[src/rtl/fpu_ctrl_pkg.sv]
`default_nettype none
// ============================================================================
//  Module   : fpu_ctrl_pkg
//  Purpose  : Shared types and constants for the FPU job controller: the job
//             FSM state type, 64-bit CSR indices, the DFH constant and the
//             STATUS/CTRL bit positions.
//  Ports    : none (package)
//  Revision : 1.0 - initial release
// ============================================================================
package fpu_ctrl_pkg;

  typedef enum logic [1:0] {
    ST_IDLE = 2'd0,
    ST_LOAD = 2'd1,
    ST_WAIT = 2'd2
  } t_job_state;

  // CSR indices (64-bit word index on the MMIO channel)
  localparam logic [7:0] c_IDX_DFH       = 8'h00;
  localparam logic [7:0] c_IDX_ID_L      = 8'h01;
  localparam logic [7:0] c_IDX_ID_H      = 8'h02;
  localparam logic [7:0] c_IDX_CTRL      = 8'h10;
  localparam logic [7:0] c_IDX_STATUS    = 8'h11;
  localparam logic [7:0] c_IDX_CFG_COUNT = 8'h12;
  localparam logic [7:0] c_IDX_CFG_BASE  = 8'h13;
  localparam logic [7:0] c_IDX_TIMEOUT   = 8'h14;
  localparam logic [7:0] c_IDX_CFG       = 8'h20;

  // Feature type AFU in [63:60], end-of-list flag in bit 40
  localparam logic [63:0] c_DFH = 64'h1000_0100_0000_0000;

  localparam int c_CFG_DATA_W = 32;

  // CTRL bits
  localparam int c_CTRL_START = 0;
  localparam int c_CTRL_ABORT = 1;

  // STATUS bits
  localparam int c_ST_BUSY    = 0;
  localparam int c_ST_DONE    = 1;
  localparam int c_ST_ERR     = 2;
  localparam int c_ST_TIMEOUT = 3;
  localparam int c_ST_CNT_LSB = 32;
  localparam int c_ST_CNT_W   = 16;

endpackage
`default_nettype wire

[src/rtl/fpu_cfg_regfile.sv]
`default_nettype none
// ============================================================================
//  Module   : fpu_cfg_regfile
//  Purpose  : Configuration word storage for the job sequencer.
//  Ports    : clk/rst      - clock, synchronous active-high reset (clears all)
//             i_wr_*       - single write port
//             i_seq_idx    - combinational read index for the sequencer
//             o_seq_data   - combinational read data
//             i_rd_idx     - MMIO read index, sampled every cycle
//             o_rd_data    - registered MMIO read data (old value on a
//                            same-cycle write to the same slot)
//  Revision : 1.0 - initial release
// ============================================================================
module fpu_cfg_regfile
  import fpu_ctrl_pkg::*;
#(
  parameter int unsigned DEPTH = 16,
  parameter int unsigned IW    = 4
) (
  input  logic                    clk,
  input  logic                    rst,
  input  logic                    i_wr_en,
  input  logic [IW-1:0]           i_wr_idx,
  input  logic [c_CFG_DATA_W-1:0] i_wr_data,
  input  logic [IW-1:0]           i_seq_idx,
  output logic [c_CFG_DATA_W-1:0] o_seq_data,
  input  logic [IW-1:0]           i_rd_idx,
  output logic [c_CFG_DATA_W-1:0] o_rd_data
);

  logic [c_CFG_DATA_W-1:0] r_mem [DEPTH];
  logic [c_CFG_DATA_W-1:0] r_rd_data;

  always_ff @(posedge clk) begin
    if (rst) begin
      r_mem     <= '{default: '0};
      r_rd_data <= '0;
    end else begin
      if (i_wr_en) begin
        r_mem[i_wr_idx] <= i_wr_data;
      end
      r_rd_data <= r_mem[i_rd_idx];
    end
  end

  assign o_seq_data = r_mem[i_seq_idx];
  assign o_rd_data  = r_rd_data;

endmodule
`default_nettype wire

[src/rtl/fpu_job_ctrl.sv]
`default_nettype none
// ============================================================================
//  Module   : fpu_job_ctrl
//  Purpose  : Host CSR file and job sequencer for the FPU mapped-config port.
//             START streams CFG[0..N-1] to CFG_BASE+4*i, then a doorbell beat,
//             then waits for fpu_done (optionally bounded by TIMEOUT cycles).
//  Ports    : clk/rst            - clock, synchronous active-high reset
//             afu_id             - AFU UUID for the ID CSRs
//             mmio_wr_*          - host CSR write (64-bit word index)
//             mmio_rd_* / rsp_*  - host CSR read, response one cycle later
//             mapped_*           - FPU configuration beats, no backpressure
//             fpu_done           - single-cycle job-complete pulse
//  Revision : 1.0 - initial release
// ============================================================================
module fpu_job_ctrl
  import fpu_ctrl_pkg::*;
#(
  parameter int unsigned CFG_DEPTH    = 16,   // 2..31 (CFG_COUNT is 5 bits)
  parameter logic [31:0] DOORBELL_OFS = 32'h40
) (
  input  logic         clk,
  input  logic         rst,
  input  logic [127:0] afu_id,
  input  logic         mmio_wr_valid,
  input  logic [7:0]   mmio_wr_idx,
  input  logic [63:0]  mmio_wr_data,
  input  logic         mmio_rd_valid,
  input  logic [7:0]   mmio_rd_idx,
  input  logic [8:0]   mmio_rd_tid,
  output logic         mmio_rsp_valid,
  output logic [63:0]  mmio_rsp_data,
  output logic [8:0]   mmio_rsp_tid,
  output logic         mapped_data_valid,
  output logic [31:0]  mapped_address,
  output logic [31:0]  mapped_data,
  input  logic         fpu_done
);

  localparam int unsigned c_IW = $clog2(CFG_DEPTH);

  t_job_state  r_state, w_state_nxt;
  logic [4:0]  r_idx, w_idx_nxt;
  logic [31:0] r_tmo_cnt, w_tmo_cnt_nxt;
  logic        r_done, r_err, r_tmo;
  logic [15:0] r_job_cnt;
  logic [4:0]  r_cfg_count;
  logic [31:0] r_cfg_base;
  logic [31:0] r_tmo_val;
  logic        r_rsp_valid, r_rsp_is_cfg;
  logic [8:0]  r_rsp_tid;
  logic [63:0] r_rsp_data;

  logic        w_busy, w_ctrl_wr, w_start, w_abort, w_count_ok, w_doorbell;
  logic        w_set_done, w_set_err, w_set_tmo, w_clr_status;
  logic [7:0]  w_wr_off, w_rd_off;
  logic        w_wr_cfg_hit, w_rd_cfg_hit, w_cfg_wr_en;
  logic [31:0] w_seq_data, w_cfg_rd_q;
  logic [63:0] w_status, w_rd_data;
  logic        w_unused;

  assign w_busy     = (r_state != ST_IDLE);
  assign w_ctrl_wr  = mmio_wr_valid && (mmio_wr_idx == c_IDX_CTRL);
  assign w_start    = w_ctrl_wr && mmio_wr_data[c_CTRL_START];
  assign w_abort    = w_ctrl_wr && mmio_wr_data[c_CTRL_ABORT];
  assign w_count_ok = (r_cfg_count != 5'd0) && (32'(r_cfg_count) <= CFG_DEPTH);
  // The cycle after the last config beat carries the doorbell.
  assign w_doorbell = (r_idx == r_cfg_count);

  // Indices below the CFG window wrap to >= 0xE0, so one compare covers both bounds.
  assign w_wr_off     = mmio_wr_idx - c_IDX_CFG;
  assign w_rd_off     = mmio_rd_idx - c_IDX_CFG;
  assign w_wr_cfg_hit = (32'(w_wr_off) < CFG_DEPTH);
  assign w_rd_cfg_hit = (32'(w_rd_off) < CFG_DEPTH);
  assign w_cfg_wr_en  = mmio_wr_valid && w_wr_cfg_hit && !w_busy;

  assign w_unused = ^mmio_wr_data[63:32];

  fpu_cfg_regfile #(
    .DEPTH (CFG_DEPTH),
    .IW    (c_IW)
  ) u_cfg (
    .clk        (clk),
    .rst        (rst),
    .i_wr_en    (w_cfg_wr_en),
    .i_wr_idx   (w_wr_off[c_IW-1:0]),
    .i_wr_data  (mmio_wr_data[31:0]),
    .i_seq_idx  (r_idx[c_IW-1:0]),
    .o_seq_data (w_seq_data),
    .i_rd_idx   (w_rd_off[c_IW-1:0]),
    .o_rd_data  (w_cfg_rd_q)
  );

  always_ff @(posedge clk) begin
    if (rst) begin
      r_state   <= ST_IDLE;
      r_idx     <= '0;
      r_tmo_cnt <= '0;
    end else begin
      r_state   <= w_state_nxt;
      r_idx     <= w_idx_nxt;
      r_tmo_cnt <= w_tmo_cnt_nxt;
    end
  end

  always_comb begin
    w_state_nxt       = r_state;
    w_idx_nxt         = r_idx;
    w_tmo_cnt_nxt     = '0;
    w_set_done        = 1'b0;
    w_set_err         = 1'b0;
    w_set_tmo         = 1'b0;
    w_clr_status      = 1'b0;
    mapped_data_valid = 1'b0;
    mapped_address    = '0;
    mapped_data       = '0;
    case (r_state)
      ST_IDLE: begin
        // ABORT alongside START cancels the START; ABORT alone does nothing here.
        if (w_start && !w_abort) begin
          if (w_count_ok) begin
            w_state_nxt  = ST_LOAD;
            w_idx_nxt    = '0;
            w_clr_status = 1'b1;
          end else begin
            w_set_err = 1'b1;
          end
        end
      end
      ST_LOAD: begin
        mapped_data_valid = 1'b1;
        if (w_doorbell) begin
          mapped_address = r_cfg_base + DOORBELL_OFS;
          mapped_data    = 32'd1;
          w_state_nxt    = ST_WAIT;
        end else begin
          mapped_address = r_cfg_base + {25'd0, r_idx, 2'b00};
          mapped_data    = w_seq_data;
          w_idx_nxt      = r_idx + 5'd1;
        end
        if (w_abort) begin
          w_state_nxt = ST_IDLE;
          w_set_err   = 1'b1;
        end else if (w_start) begin
          w_set_err = 1'b1;
        end
      end
      ST_WAIT: begin
        if (w_abort) begin
          w_state_nxt = ST_IDLE;
          w_set_err   = 1'b1;
        end else begin
          if (w_start) begin
            w_set_err = 1'b1;
          end
          // Completion beats a coincident timeout.
          if (fpu_done) begin
            w_state_nxt = ST_IDLE;
            w_set_done  = 1'b1;
          end else if ((r_tmo_val != 32'd0) && (r_tmo_cnt + 32'd1 >= r_tmo_val)) begin
            w_state_nxt = ST_IDLE;
            w_set_err   = 1'b1;
            w_set_tmo   = 1'b1;
          end else begin
            w_tmo_cnt_nxt = r_tmo_cnt + 32'd1;
          end
        end
      end
      default: w_state_nxt = ST_IDLE;
    endcase
  end

  always_ff @(posedge clk) begin
    if (rst) begin
      r_done      <= 1'b0;
      r_err       <= 1'b0;
      r_tmo       <= 1'b0;
      r_job_cnt   <= '0;
      r_cfg_count <= '0;
      r_cfg_base  <= '0;
      r_tmo_val   <= '0;
    end else begin
      if (w_clr_status) begin
        r_done <= 1'b0;
        r_err  <= 1'b0;
        r_tmo  <= 1'b0;
      end
      if (w_set_done) begin
        r_done    <= 1'b1;
        r_job_cnt <= r_job_cnt + 16'd1;
      end
      if (w_set_err) r_err <= 1'b1;
      if (w_set_tmo) r_tmo <= 1'b1;
      if (mmio_wr_valid && !w_busy) begin
        if (mmio_wr_idx == c_IDX_CFG_COUNT) r_cfg_count <= mmio_wr_data[4:0];
        if (mmio_wr_idx == c_IDX_CFG_BASE)  r_cfg_base  <= mmio_wr_data[31:0];
      end
      if (mmio_wr_valid && (mmio_wr_idx == c_IDX_TIMEOUT)) begin
        r_tmo_val <= mmio_wr_data[31:0];
      end
    end
  end

  always_comb begin
    w_status                            = '0;
    w_status[c_ST_BUSY]                 = w_busy;
    w_status[c_ST_DONE]                 = r_done;
    w_status[c_ST_ERR]                  = r_err;
    w_status[c_ST_TIMEOUT]              = r_tmo;
    w_status[c_ST_CNT_LSB +: c_ST_CNT_W] = r_job_cnt;
  end

  always_comb begin
    w_rd_data = '0;
    case (mmio_rd_idx)
      c_IDX_DFH:       w_rd_data = c_DFH;
      c_IDX_ID_L:      w_rd_data = afu_id[63:0];
      c_IDX_ID_H:      w_rd_data = afu_id[127:64];
      c_IDX_STATUS:    w_rd_data = w_status;
      c_IDX_CFG_COUNT: w_rd_data = {59'd0, r_cfg_count};
      c_IDX_CFG_BASE:  w_rd_data = {32'd0, r_cfg_base};
      c_IDX_TIMEOUT:   w_rd_data = {32'd0, r_tmo_val};
      default:         w_rd_data = '0;
    endcase
  end

  // CFG reads take their data from the regfile's own registered port.
  always_ff @(posedge clk) begin
    if (rst) begin
      r_rsp_valid  <= 1'b0;
      r_rsp_tid    <= '0;
      r_rsp_data   <= '0;
      r_rsp_is_cfg <= 1'b0;
    end else begin
      r_rsp_valid  <= mmio_rd_valid;
      r_rsp_tid    <= mmio_rd_valid ? mmio_rd_tid : 9'd0;
      r_rsp_data   <= (mmio_rd_valid && !w_rd_cfg_hit) ? w_rd_data : 64'd0;
      r_rsp_is_cfg <= mmio_rd_valid && w_rd_cfg_hit;
    end
  end

  assign mmio_rsp_valid = r_rsp_valid;
  assign mmio_rsp_tid   = r_rsp_tid;
  assign mmio_rsp_data  = r_rsp_is_cfg ? {32'd0, w_cfg_rd_q} : r_rsp_data;

endmodule
`default_nettype wire

[config.mk]
export PLATFORM = sky130hd
export DESIGN_NAME = fpu_job_ctrl
export DESIGN_NICKNAME = d
export VERILOG_FILES = /design/src/rtl/fpu_ctrl_pkg.sv /design/src/rtl/fpu_cfg_regfile.sv /design/src/rtl/fpu_job_ctrl.sv
export SDC_FILE = /design/constraint.sdc
export NUM_CORES = 2
export LEC_CHECK = 0
export BUFFER_PORTS_ARGS = -buffer_cell sky130_fd_sc_hd__buf_4
export CELL_PAD_IN_SITES_DETAIL_PLACEMENT = 0
export CELL_PAD_IN_SITES_GLOBAL_PLACEMENT = 1
export CORE_UTILIZATION = 34
export CTS_CLUSTER_DIAMETER = 40
export CTS_CLUSTER_SIZE = 20
export DETAILED_ROUTE_END_ITERATION = 12
export GPL_TIMING_DRIVEN = 0
export PLACE_DENSITY = 0.66
export SYNTH_ARGS = -nofsm -noshare
export SYNTH_HDL_FRONTEND = slang
export SYNTH_SLANG_ARGS = --single-unit
[constraint.sdc]
create_clock -name clk -period 9.5 [get_ports clk]
set_input_delay 1.9 -clock clk [delete_from_list [all_inputs] [get_ports clk]]
set_output_delay 1.9 -clock clk [all_outputs]
set_load 0.01 [all_outputs]
# Yosys cells after proc, flatten, opt, wreduce, memory -nomap -nowiden
# Cells that the tools add are included.
# Widths: inputs -> output; s select.
[totals]
output_inout_bits = 139
word_cells = 152
reg_bits = 746
input_bits = 222
[classes]
n_reduce_logical = 32
n_addsub = 7
mux = 50
bitwise = 6
order_cmp = 8
eq_ne = 18
[ops]
columns = ["op", "n"]
rows = [
  ["$bwmux 512", 1],
  ["$pmux 64 s7", 1],
  ["$mux 32", 9],
  ["$bmux 32 s4", 2],
  ["$demux 32 s4", 1],
  ["$eq 8x5->1 const B", 8],
  ["$mux 64", 1],
  ["$add 32x1->32 const B", 1],
  ["$add 32x7->32", 1],
  ["$add 32x7->32 const B", 1],
  ["$ge 32x32->1", 1],
  ["$reduce_bool 32->1", 1],
  ["$mux 1", 22],
  ["$add 16x1->16 const B", 1],
  ["$lt 8x5->1 const B", 2],
  ["$sub 8x6->8 const B", 2],
  ["$ge 5x5->1 const B", 3],
  ["$mux 5", 3],
  ["$not 4->5", 3],
  ["$mux 2", 7],
  ["$logic_and 1x1->1", 13],
  ["$pmux 5 s2", 1],
  ["$reduce_bool 2->1", 5],
  ["$eq 8x1->1 const B", 1],
  ["21 further kinds", 30],
]

# Longest topological paths before layout
[depth]
ltp_word = 9
ltp_mapped = 16
ltp_nobuf = 14

# Modules after synthesis
# From an unflattened synthesis, not the netlist that was laid out.
[hier_totals]
hier_cells = 4464
hier_area_um2 = 37204.4
[modules_own_cells]
columns = ["mod", "cells_each", "instances", "area_each_um2"]
rows = [
  ["fpu_cfg_regfile", 3141, 1, 26361.5],
  ["fpu_job_ctrl", 1323, 1, 10842.9],
]

# Worst setup path before layout
# OpenSTA, ideal clock, no wires.
[synth_timing]
kind = "flip-flop to output port"
from = "register r_idx[1]"
to = "output port mapped_address[16]"
setup_slack_ps = 4554
path_stages_with_launch = 14
t_arrival_ps = 3046
required_ps = 7600
cell_sequence = "dfxtp_1 > buf_2 > buf_2 > buf_1 > inv_1 > fa_1 > nor2b_1 > o21ai_0 > a21boi_0 > o211ai_4 > buf_2 > a211oi_1 > xor2_1 > and2_1"
[synth_via]
elab_chain_cells = 3
word_cells_on_any_way = 4
[synth_lines]
columns = ["item", "line", "rtl"]
rows = [
  ["start: declaration", "fpu_job_ctrl.sv:42", "logic [4:0] r_idx, w_idx_nxt;"],
  ["start signal: assignment", "fpu_job_ctrl.sv:100", "r_idx <= w_idx_nxt;"],
  ["$add 32x7->32 or $eq 5x5->1 (tied branches)", "fpu_job_ctrl.sv:136, fpu_job_ctrl.sv:67", ""],
  ["$mux 32 (*)", "fpu_job_ctrl.sv:131", "if (w_doorbell) begin"],
  ["$mux 32 (*)", "fpu_job_ctrl.sv:116", "case (r_state)"],
  ["end: declaration", "fpu_job_ctrl.sv:34", "output logic [31:0] mapped_address,"],
]
# Every way passes the cells marked *; elsewhere a longest branch is shown, timed or not.

# Worst setup path after layout
[layout_timing]
from = "register r_idx[1]"
to = "output port mapped_address[24]"
# The elaborated chain is that of the path after synthesis.

==> metrics.cfg <==
[run_status]
status=finished clean

[timing]
hold_viol=0
fin_crit_sh=0.740
clock.fmax_mhz=142
slew_headroom=0.0681
clock_skew_ps=27.8
finalMaxSlewViolations=0
fin_crit_ps=7030
rsz0062_at_grt=no
worstMarginPinSlew_ps=1390
setup_viol=0
final.setup.tns_ps=0

[global_route]
track_usage=0.259
antenna_found_initial=10
grt_pass1_vias=30618
grt_first_pass_wirelength_microns=211000
grt_max_degree=17
grt-ovfl-total=0

[detailed_routing]
dr.max_layer_used=met4
vias_per_cell=5.37
vias=32382
wl_per_cell_microns=24.4
wl_met2_microns=70200
dr.first_iter.drc_count=2665
final_antenna_net_count=0
met3_length_microns=9860
drt-total-wl_microns=147000
met1_length_microns=62100
drc=0
first_pass_iters=6

[clock_network]
htreeDepth=3
cts_setup_buffers=0
cts_resized=0
clkTransAtPathRegs_ps=50
ctsRootBufferMaster=clkbuf_16
cts_tree=done
cts.sinks=746
clk_latency_ps=700
ctsHoldBuffers=0
numCtsBuffers=119
clk_path_buf_depth=3

[run]
drv_cap=0

[worst_setup_path]
worstSetupPathType=reg -> out
path_cells=buf_2 > buf_2 > buf_1 > inv_1 > fa_1 > nor2b_1 > o21ai_0 > a21boi_0 > o211ai_4 > buf_2 > a211oi_1 > xor2_1 > and2_1 > buf_4
crit_family=buffers and inverters
critPathCaptureType=output port
worstPathMaxFanout=10
critPathBufInv=6
start_kind=register
worstPathRequired_ps=7600
crit_slowest_cell=buf_1
arrival_ps=5130
cpMostUsedCell=buf_2
critPathMaxStageDelay_ps=750

[synth]
ys_seq_area_frac=0.402
synth_nets=4371
synth_commonest_cells=nand2_1, dfxtp_1, a21oi_1
synthFlopType=dfxtp_1
synth-seq-cells=746
synth.distinct_cells=67
synth_area_leaders=dfxtp_1, mux4_2, nand2_1
synth_largest_area_cell=dfxtp_1
syn_inst=4101
synth.most_common_cell=nand2_1
avgSynthCellArea_sq_um=9.06
syn_area_sq_um=37200
yosys_warnings=0
async_reset_ff_frac=0
synth_edf_count=0
yosysTopAreaCellShare=0.402

[hold_path]
hp-class=reg -> reg

[finish]
seqCellArea_sq_um=14900
nets=4786
drive_gt1_frac=0.213
area_delta_synth_final_pct=22.1
multi_input_area_sq_um=20400
stdcell_count=6029
fillers=10649

[power_and_ir_drop]
vdd_drop_max_mv=0.177
power.density_nw_per_um2=183
total_power_mw=8.30
p_leak_nw=15.4

[die]
start_util=0.345
fp.dieH_microns=333
coreArea_sq_um=108000
die_w_microns=333
rows=120
die_area_sq_um=111000
io_pins=361

[placed_design]
hpwl_microns=118000
place.gp.congestion=0.934
portBuffers=293
dp.cells=5798

-- final cells by class --
cell class | instances | share of cell area
Timing Repair Buffer | 294 | 0.0486
Buffer | 379 | 0.0348
Clock buffer | 135 | 0.0687
Antenna cell | 10 | 0.000551
Inverter | 58 | 0.00480
Sequential cell | 746 | 0.329
Clock inverter | 86 | 0.0244
Multi-Input combinational cell | 2918 | 0.450
Tap cell | 1403 | 0.0387
-- cell families after synthesis --
kind of cell    after synthesis  synth area share
buf+inv                     437            0.0483
flops                       746             0.402
fa+ha+maj                    48            0.0164
mux                         369             0.208
simple gates               1646             0.190
compound gates              781             0.118
xor+xnor                     74            0.0178
-- power by group --
group,internal (mW),total (mW),switching (mW)
logic,0.188,0.548,0.360
registers,3.14,3.15,0.00993
clock network,2.88,4.60,1.72
-- sequential cells by signal (all words and copies together) (netlist names), 2 cells and up --
signal           cells
r_idx                5
r_cfg_count          5
mmio_rsp_tid         9
r_cfg_base          32
u_cfg.o_rd_data     32
r_tmo_val           32
r_tmo_cnt           32
r_rsp_data          64
r_job_cnt           16
r_state              2
u_cfg.r_mem        512
-- placed cells by master (no fill, tap or decap), types with 20 or more instances in the layout --
cell type / n
xnor2_1: 33
ha_1: 47
a21oi_1: 632
mux2_2: 34
dfxtp_1: 746
buf_1: 22
nand2b_1: 20
buf_2: 76
clkbuf_16: 119
nand2_1: 1237
nor2_1: 93
inv_1: 58
mux4_2: 320
nand3_1: 34
a22oi_1: 70
clkbuf_1: 278
and2_1: 35
a222oi_1: 20
nor2b_1: 135
buf_4: 300
xor2_1: 39
-- per-stage QoR --
step	worst slack [ps]	utilization	hold slack, ps	area (sq um)
after floorplan	4550	-	429	37200
after global placement	3310	0.382	450	41100
final	2470	0.422	466	45400
after CTS	2530	0.421	465	45400
after detailed placement	3310	0.382	456	41100
after global routing	2350	0.421	479	45400
-- worst paths after layout --
path,depth (start not counted),slack [ps],start,endpoint
worst min register to register,2,470,u_cfg.r_mem[264]$_SDFFE_PP0P_,u_cfg.r_mem[264]$_SDFFE_PP0P_
worst min-delay path,2,470,u_cfg.r_mem[264]$_SDFFE_PP0P_,u_cfg.r_mem[264]$_SDFFE_PP0P_
worst max-delay path,14,2470,r_idx[1]$_SDFFE_PP0P_,mapped_address[24]
worst max register to register,15,4860,r_tmo_cnt[2]$_SDFF_PP0_,r_tmo_cnt[23]$_SDFF_PP0_
-- worst register-to-register path: stages (launching register included) --
cell,delay [ps]
dfxtp_1,410
and4_4,280
nand4_1,260
or2_2,410
nor3_2,310
nand2_1,110
xnor2_1,170
ha_1,330
nand4_1,90
nor3_1,310
o21ai_0,150
o22ai_1,500
nor2_1,190
nand3b_1,350
clkbuf_1,530
nor2b_1,110
-- layer usage --
layer | vias up | GRT usage
met1 | 15854 | 0.341
met5 | - | 0
met4 | 0 | 0.0910
met3 | 196 | 0.0396
met2 | 1223 | 0.430
li1 | 15109 | -
(Power assumes the default switching activity.)
